## src/rtl/mc_datapath.sv

```systemverilog
// Multicycle MIPS-subset datapath: PC, IR, MDR, A, B, ALUOut, 32x32 register
// file and ALU, steered cycle by cycle by the external control FSM.
module mc_datapath #(
  parameter logic [31:0] RESET_PC = 32'h0000_0000,
  parameter logic [31:0] PC_INC   = 32'd4
) (
  input  logic        clk,
  input  logic        reset,
  input  logic        PC_Write,
  input  logic        I_or_D,
  input  logic        Mem_Write,
  input  logic        IR_Write,
  input  logic        Reg_Dst,
  input  logic        Mem_to_Reg,
  input  logic        Reg_Write,
  input  logic        ALU_Src_A,
  input  logic [1:0]  ALU_Src_B,
  input  logic [1:0]  ALU_Op,
  input  logic        PC_Src,
  input  logic [31:0] mem_rdata,
  output logic [31:0] mem_addr,
  output logic [31:0] mem_wdata,
  output logic        mem_we,
  output logic [5:0]  Op,
  output logic [5:0]  Funct,
  output logic        Zero,
  input  logic [4:0]  dbg_raddr,
  output logic [31:0] dbg_rdata
);

  typedef enum logic [2:0] {AluAdd, AluSub, AluAnd, AluOr, AluSlt} alu_fn_e;

  logic [31:0] r_pc;
  logic [31:0] r_ir;
  logic [31:0] r_mdr;
  logic [31:0] r_a;
  logic [31:0] r_b;
  logic [31:0] r_alu_out;
  logic [31:0] r_rf [32];

  logic [31:0] w_imm;
  logic [31:0] w_src_a;
  logic [31:0] w_src_b;
  logic [31:0] w_alu_res;
  alu_fn_e     w_alu_fn;
  logic [4:0]  w_wr_addr;
  logic [31:0] w_wr_data;

  assign w_imm     = {{16{r_ir[15]}}, r_ir[15:0]};
  assign w_src_a   = ALU_Src_A ? r_a : r_pc;
  assign w_wr_addr = Reg_Dst ? r_ir[15:11] : r_ir[20:16];
  assign w_wr_data = Mem_to_Reg ? r_mdr : r_alu_out;

  assign mem_addr  = I_or_D ? r_alu_out : r_pc;
  assign mem_wdata = r_b;
  assign mem_we    = Mem_Write;
  assign Op        = r_ir[31:26];
  assign Funct     = r_ir[5:0];
  assign Zero      = (w_alu_res == 32'd0);
  // r0 is never written, but the debug port still masks it explicitly.
  assign dbg_rdata = (dbg_raddr == 5'd0) ? 32'd0 : r_rf[dbg_raddr];

  // ALU B operand select.
  always_comb begin
    w_src_b = r_b;
    unique case (ALU_Src_B)
      2'b00:   w_src_b = r_b;
      2'b01:   w_src_b = PC_INC;
      2'b10:   w_src_b = w_imm;
      default: w_src_b = {w_imm[29:0], 2'b00};
    endcase
  end

  // ALU function decode; unknown Funct codes fall back to add.
  always_comb begin
    w_alu_fn = AluAdd;
    unique case (ALU_Op)
      2'b01: w_alu_fn = AluSub;
      2'b10: begin
        case (r_ir[5:0])
          6'h22:   w_alu_fn = AluSub;
          6'h24:   w_alu_fn = AluAnd;
          6'h25:   w_alu_fn = AluOr;
          6'h2A:   w_alu_fn = AluSlt;
          default: w_alu_fn = AluAdd;
        endcase
      end
      default: w_alu_fn = AluAdd;
    endcase
  end

  // ALU datapath, 32-bit wrap-around.
  always_comb begin
    w_alu_res = w_src_a + w_src_b;
    unique case (w_alu_fn)
      AluSub:  w_alu_res = w_src_a - w_src_b;
      AluAnd:  w_alu_res = w_src_a & w_src_b;
      AluOr:   w_alu_res = w_src_a | w_src_b;
      AluSlt:  w_alu_res = {31'd0, $signed(w_src_a) < $signed(w_src_b)};
      default: w_alu_res = w_src_a + w_src_b;
    endcase
  end

  // Architectural and pipeline-like holding registers.
  always_ff @(posedge clk) begin
    if (!reset) begin
      r_pc      <= RESET_PC;
      r_ir      <= 32'd0;
      r_mdr     <= 32'd0;
      r_a       <= 32'd0;
      r_b       <= 32'd0;
      r_alu_out <= 32'd0;
    end else begin
      if (PC_Write) begin
        r_pc <= PC_Src ? r_alu_out : w_alu_res;
      end
      if (IR_Write) begin
        r_ir <= mem_rdata;
      end
      r_mdr     <= mem_rdata;
      r_a       <= r_rf[r_ir[25:21]];
      r_b       <= r_rf[r_ir[20:16]];
      r_alu_out <= w_alu_res;
    end
  end

  // Register file write port; reads are asynchronous so same-cycle reads see old data.
  always_ff @(posedge clk) begin
    if (!reset) begin
      for (int i = 0; i < 32; i++) begin
        r_rf[i] <= 32'd0;
      end
    end else if (Reg_Write && (w_wr_addr != 5'd0)) begin
      r_rf[w_wr_addr] <= w_wr_data;
    end
  end

endmodule
```

## config.mk

```make
export PLATFORM = sky130hd
export DESIGN_NAME = mc_datapath
export DESIGN_NICKNAME = d
export VERILOG_FILES = /design/src/rtl/mc_datapath.sv
export SDC_FILE = /design/constraint.sdc
export NUM_CORES = 2
export LEC_CHECK = 0
export CAP_MARGIN = 10
export CORE_UTILIZATION = 59
export CTS_BUF_LIST = sky130_fd_sc_hd__clkbuf_2
export CTS_CLUSTER_DIAMETER = 100
export CTS_CLUSTER_SIZE = 20
export DETAILED_ROUTE_END_ITERATION = 12
export GPL_ROUTABILITY_DRIVEN = 0
export PLACE_DENSITY_LB_ADDON = 0.1
export SYNTH_ARGS = -nofsm -noshare
export SYNTH_HDL_FRONTEND = slang
export SYNTH_SLANG_ARGS = --single-unit
export TNS_END_PERCENT = 5
```

## constraint.sdc

```tcl
create_clock -name clk -period 4.55 [get_ports clk]
set_clock_uncertainty 0.2 [all_clocks]
set_input_delay 0.455 -clock clk [delete_from_list [all_inputs] [get_ports clk]]
set_output_delay 0.455 -clock clk [all_outputs]
set_load 0.03 [all_outputs]
```

# ---- Yosys cells after proc, flatten, opt, wreduce, memory -nomap -nowiden
# Memories as Yosys holds them, arrays and structs flattened. A register that Yosys moved wholly into a read port is not among the register bits.
# Cells that the tools add are included.
dict set report word_totals {
  mem_bits_rw 1024
  elab_cells 47
  n_memories 1
  ff_bits 128
}
# name depth word_bits read_ports rd_ports_with_merged_regs write_ports line
set memory_table {}
lappend memory_table {r_rf 32 32 3 2 32 39} ;# logic [31:0] r_rf [32];
dict set report op_classes {
  n_eq_ne 12
  reduce_logical 8
  add_sub_neg 2
  bitwise 2
  order_cmp 1
  n_mux 17
}
# cell count
set ops {}
lappend ops {{two-way mux 32 bit} 6}
lappend ops {{case mux 32 bit (4 select lines)} 1}
lappend ops {{case mux 32 bit (3 select lines)} 1}
lappend ops {{adder 32 bit} 1}
lappend ops {{AND 32 bit} 1}
lappend ops {{logical NOT 32 bit} 1}
lappend ops {{less-than comparator 32 bit} 1}
lappend ops {{bitwise OR 32 bit} 1}
lappend ops {{OR reduction 32 bit} 1}
lappend ops {{subtractor 32 bit} 1}
lappend ops {{== test 6 bit, second input constant} 4}
lappend ops {{case mux 3 bit (4 select lines)} 1}
lappend ops {{two-way mux 5 bit} 2}
lappend ops {{== test 3 x 2 -> 1 bit, second input constant} 2}
lappend ops {{case mux 3 bit (2 select lines)} 1}
lappend ops {{logical NOT 5 bit} 1}
lappend ops {{two-way mux 1 bit} 5}
lappend ops {{nonzero test 5 bit} 1}
lappend ops {{== test 2 x 1 -> 1 bit, second input constant} 2}
lappend ops {{== test 2 bit, second input constant} 2}
lappend ops {{== test 3 x 1 -> 1 bit, second input constant} 1}
lappend ops {{== test 3 bit, second input constant} 1}
lappend ops {{logical NOT 1 bit} 2}
lappend ops {{logical NOT 2 bit} 1}
lappend ops {{logical AND 1 bit} 1}

# ---- Longest topological paths before layout
dict set report depth {
  ltp_word 8
  ltp_mapped 18
  ltp_nobuf 16
}

# ---- Worst setup path before layout
# Ideal clock, no wire load.
dict set report synth_timing {
  path_type {input to output}
  from {input ALU_Src_A}
  to {output Zero}
  n_path_buf 2
  t_arrival_ps 4773
  path_stages 16
  slack_ps -878
  path_cell_list {clkbuf_1 buf_1 mux2_2 ha_1 fa_1 a21o_1 a221o_1 nand3_1 nand2_1 and3_4 o32ai_4 nor2_1 a2111oi_2 nor2_1 or4_1 nor4_2}
}
dict set report synth_between {
  elab_chain_len 4
  word_cells_on_any_way 8
}
# item line
set synth_rtl {}
lappend synth_rtl {{start: declaration} 16} ;# input logic ALU_Src_A,
lappend synth_rtl {{two-way mux 32 bit *} 50} ;# assign w_src_a = ALU_Src_A ? r_a : r_pc;
lappend synth_rtl {{adder 32 bit, or another cell as far along} 100} ;# default: w_alu_res = w_src_a + w_src_b;
lappend synth_rtl {{case mux 32 bit (4 select lines) *} 95} ;# unique case (w_alu_fn)
lappend synth_rtl {{logical NOT 32 bit *} 59} ;# assign Zero = (w_alu_res == 32'd0);
lappend synth_rtl {{end: declaration} 26} ;# output logic Zero,
# Mark *: on every way between the ends. The rest lies on a longest branch, timed or not.

# ---- Worst setup path after layout
dict set report layout_timing {
  from {register r_a[0] (read register of r_rf)}
  to {output Zero}
}
dict set report layout_between {
  elab_chain_len 4
  word_cells_on_any_way 8
}
# item line
set layout_rtl {}
lappend layout_rtl {{start: declaration} 36} ;# logic [31:0] r_a;
lappend layout_rtl {{two-way mux 32 bit *} 50}
lappend layout_rtl {{adder 32 bit, or another cell as far along} 100}
lappend layout_rtl {{case mux 32 bit (4 select lines) *} 95}
lappend layout_rtl {{logical NOT 32 bit *} 59}
# Marked as above.

==> results.md <==
- Post-DP HPWL: 173.5 mm
- Power per cell area: 294.9 nW/µm²
- Net switching fraction of the power: 0.3246
- #FFs+latches synth: 1216
- Clock Latency Late Sink: 1.58 ns
- CTS tree: built
- Antenna violations before repair: 20
- Row count: 127
- Final hold vios: 0
- Sw power: 7798 µW
- Reg2reg start: r_ir[4]
- Most frequent cells after synthesis: nor2_1 (1264), edfxtp_1 (1024), mux4_2 (960)
- Sequential fraction of the synthesis area: 0.4795
- Crit path DAT: 5.84 ns
- DRT antenna net count: 0
- GR Overflow Total: 0
- Mapped Cells: 5184
- Clock transition at path regs: 0.37 ns
- FFs w/ async S/R, synth: 0
- Layout Cell Area excl Fill: 81470 µm²
- Sequential power share: 0.545
- Vias in the first global route: 52.34k
- Clock root buffer: clkbuf_2
- Leakage Power: 0.02814 µW
- Largest net degree at the start of global routing: 73
- Endpoint class of the critical path: output port
- Synthesized cell area: 72150 µm²
- Routed vias/inst: 7.456
- VDD IR max: 0.2715 mV
- HP Start: ALU_Src_A
- P_int: 16230 µW
- Combinational cell fraction of total power: 0.281
- Cell taking the most area after synthesis: edfxtp_1
- DRC errors left: 0
- Pins Over Slew Limit: 0
- Critical path peak fanout: 4
- Clk buf depth: 3
- Cell with the most instances after synthesis: nor2_1
- DRT iter0 DRCs: 9495
- Total CTS buffers: 71
- Least-Margin Pin Slew: 1.267 ns
- Worst setup path class: register to output port
- # setup viols final: 1
- Failing checks: setup timing
- Post-DR wirelength/cell: 37.57 µm
- Routed vias: 54.24k
- Max Cap Viol: 0
- Clock power frac: 0.173
- Relative slew slack: 0.1374
- I/O Buffers: 159
- Worst r2r dst: r_pc[31]
- Die width: 351.7 µm
- TritonRoute pass-1 iters: 8
- Routed WL: 273.3 mm
- Layout cells sized above 1: 0.3545
- Hold Crit Class: input port to register
- Final hold slack: 0.07202 ns
- WP data required: 3.89 ns
- Fin crit share: 1.427
- RSZ-0062 raised after global routing: true
- Hold Crit Depth: 9
- Clk sinks: 1216
- R2R setup slack: 0.17 ns
- Starting density of the core: 0.5982
- Fmax: 154.0 MHz
- Status: finished with violations
- Layout area overhead: 12.92%
- Placed cell areas: 79740 µm²
- Synth Flop Type: edfxtp_1
- Die area: 123700 µm²
- Die Y: 351.7 µm
- Hold path endpoint: r_alu_out[17]
- Minimum clock period: 6.493 ns
- Core footprint: 120600 µm²
- Startpoint Class: register
- # IOs: 162
- Fillers: 8474
- Warnings from Yosys: 0
- H-tree levels: 3
- Top area cells in the synthesized netlist: edfxtp_1 (43%), mux4_2 (30%), nor2_1 (6.6%)
- Unique cell type count in the Yosys netlist: 91
- All-Layer GR Usage: 0.4464
- Share of the synthesized area in the top cell type: 0.4262
- R2R depth: 16
- Final Worst Setup Slack: -1.943 ns
- EDFF count, synth: 1024
- First-pass GRT wire length: 380.3 mm
- Avg Cell Area, Syn: 13.92 µm²
- Fin nets: 5748
[critical path, cell delays in order, from the launching register on]
cell,delay (ns)
dfxtp_2,0.43
mux2_4,0.32
ha_4,0.19
fa_2,0.38
a21o_1,0.19
a221o_1,0.36
buf_4,0.17
nand3_2,0.11
nand2_1,0.06
and3_4,0.18
buf_4,0.13
o21ai_0,0.22
mux2i_1,0.14
a2111oi_2,0.52
nand4_1,0.23
nor4_4,0.43
buf_12,0.17
[what timing repair did]
action                                  in CTS  in global routing
pin swaps                                    2                 15
endpoints found under the setup margin      29                  8
hold endpoints to repair                  1572                  0
setup buffers                                0                  2
hold buffers                                80                  0
resized for setup                           69                 36
cloned                                       0                  0
[worst max-delay path by stage]
stage | startpoint | endpoint | cells past startpoint | slack [ns]
5_1_grt | r_ir[4] | Zero | 17 | -2.09
3_3_place_gp | ALU_Op[0] | Zero | 19 | -1.23
3_5_place_dp | ALU_Op[0] | Zero | 19 | -1.27
6_report | r_a[0] | Zero | 16 | -1.94
4_1_cts | r_ir[3] | Zero | 17 | -1.98
2_1_floorplan | ALU_Src_B[1] | Zero | 17 | -0.11
[routing by layer]
layer | up-vias | global-route usage | part of all wire
met5 | - | 0 | 0.00050
met4 | 18 | 0.2828 | 0.081
met3 | 1242 | 0.1728 | 0.17
met2 | 5309 | 0.6467 | 0.43
met1 | 26800 | 0.5661 | 0.32
li1 | 20870 | - | -
[layout by cell type (no fill, tap or decap), types with 24 or more instances in the layout]
master	n
nor2_1	1261
edfxtp_1	1024
mux4_2	960
buf_4	552
dfxtp_1	172
mux2i_1	153
clkbuf_2	120
clkdlybuf4s50_1	114
inv_1	97
ha_1	92
a21oi_1	80
dlygate4sd3_1	80
mux2_2	79
nand2_1	74
buf_12	71
o21ai_0	64
nand2_2	62
and2_1	44
a21o_1	32
conb_1	32
a211oi_1	26
nand3_1	25
nor3_1	24
[power by group through the flow]
stage | Clock (µW) | Sequential [µW] | Combinational [µW]
after floorplan | 0 | 13100 | 3750
after global placement | 0 | 13200 | 6350
after detailed placement | 0 | 13300 | 6390
after CTS | 4130 | 13100 | 6490
after global routing | 4460 | 13100 | 6970
final | 4160 | 13100 | 6760
[cells by family (layout without fill, tap and decap cells)]
kind of cell	Yosys count	count (layout)	synth area share
DFF	1216	1216	0.4795
adders and majority gates	100	100	0.01755
xor gates and xnor gates	3	3	0.0003642
and+or+nand+nor	1589	1589	0.08927
AOI/OAI and AO/OA	390	390	0.03891
buffers and inverters	651	1080	0.03532
muxes	1234	1234	0.3391
other	1	50	0.00005197
[registers in the layout, summed over array words and instances, names as in the netlist]
register and cells:
r_a 32, r_rf 1024, r_pc 32, r_ir 32, r_alu_out 32, mem_wdata 32, r_mdr 32
[area by class of cell]
class	instances	area, µm²	share of cell area
clock inverters	5	40.04	0.0004914
flip-flops and latches	1216	34650	0.4253
well taps	1612	2017	0.02476
repair buffers	853	7814	0.09591
clock buffers	116	580.6	0.007126
diodes	18	45.04	0.0005529
inverters	106	410.4	0.005037
multi-input cells	3348	35920	0.4408
[metrics by stage]
step	util	setup slack, ns	instances	TNS [ns]	power (µW)
3_3_place_gp	0.6611	-1.234	7053	-5.339	19590
6_report	0.6755	-1.943	7274	-1.943	24020
3_5_place_dp	0.6611	-1.270	7053	-6.092	19670
5_1_grt	0.6752	-2.090	7261	-2.212	24560
2_1_floorplan	-	-0.1066	5215	-0.1066	16820
4_1_cts	0.6741	-1.980	7254	-2.012	23670
Power figures use the tool's default switching activity.
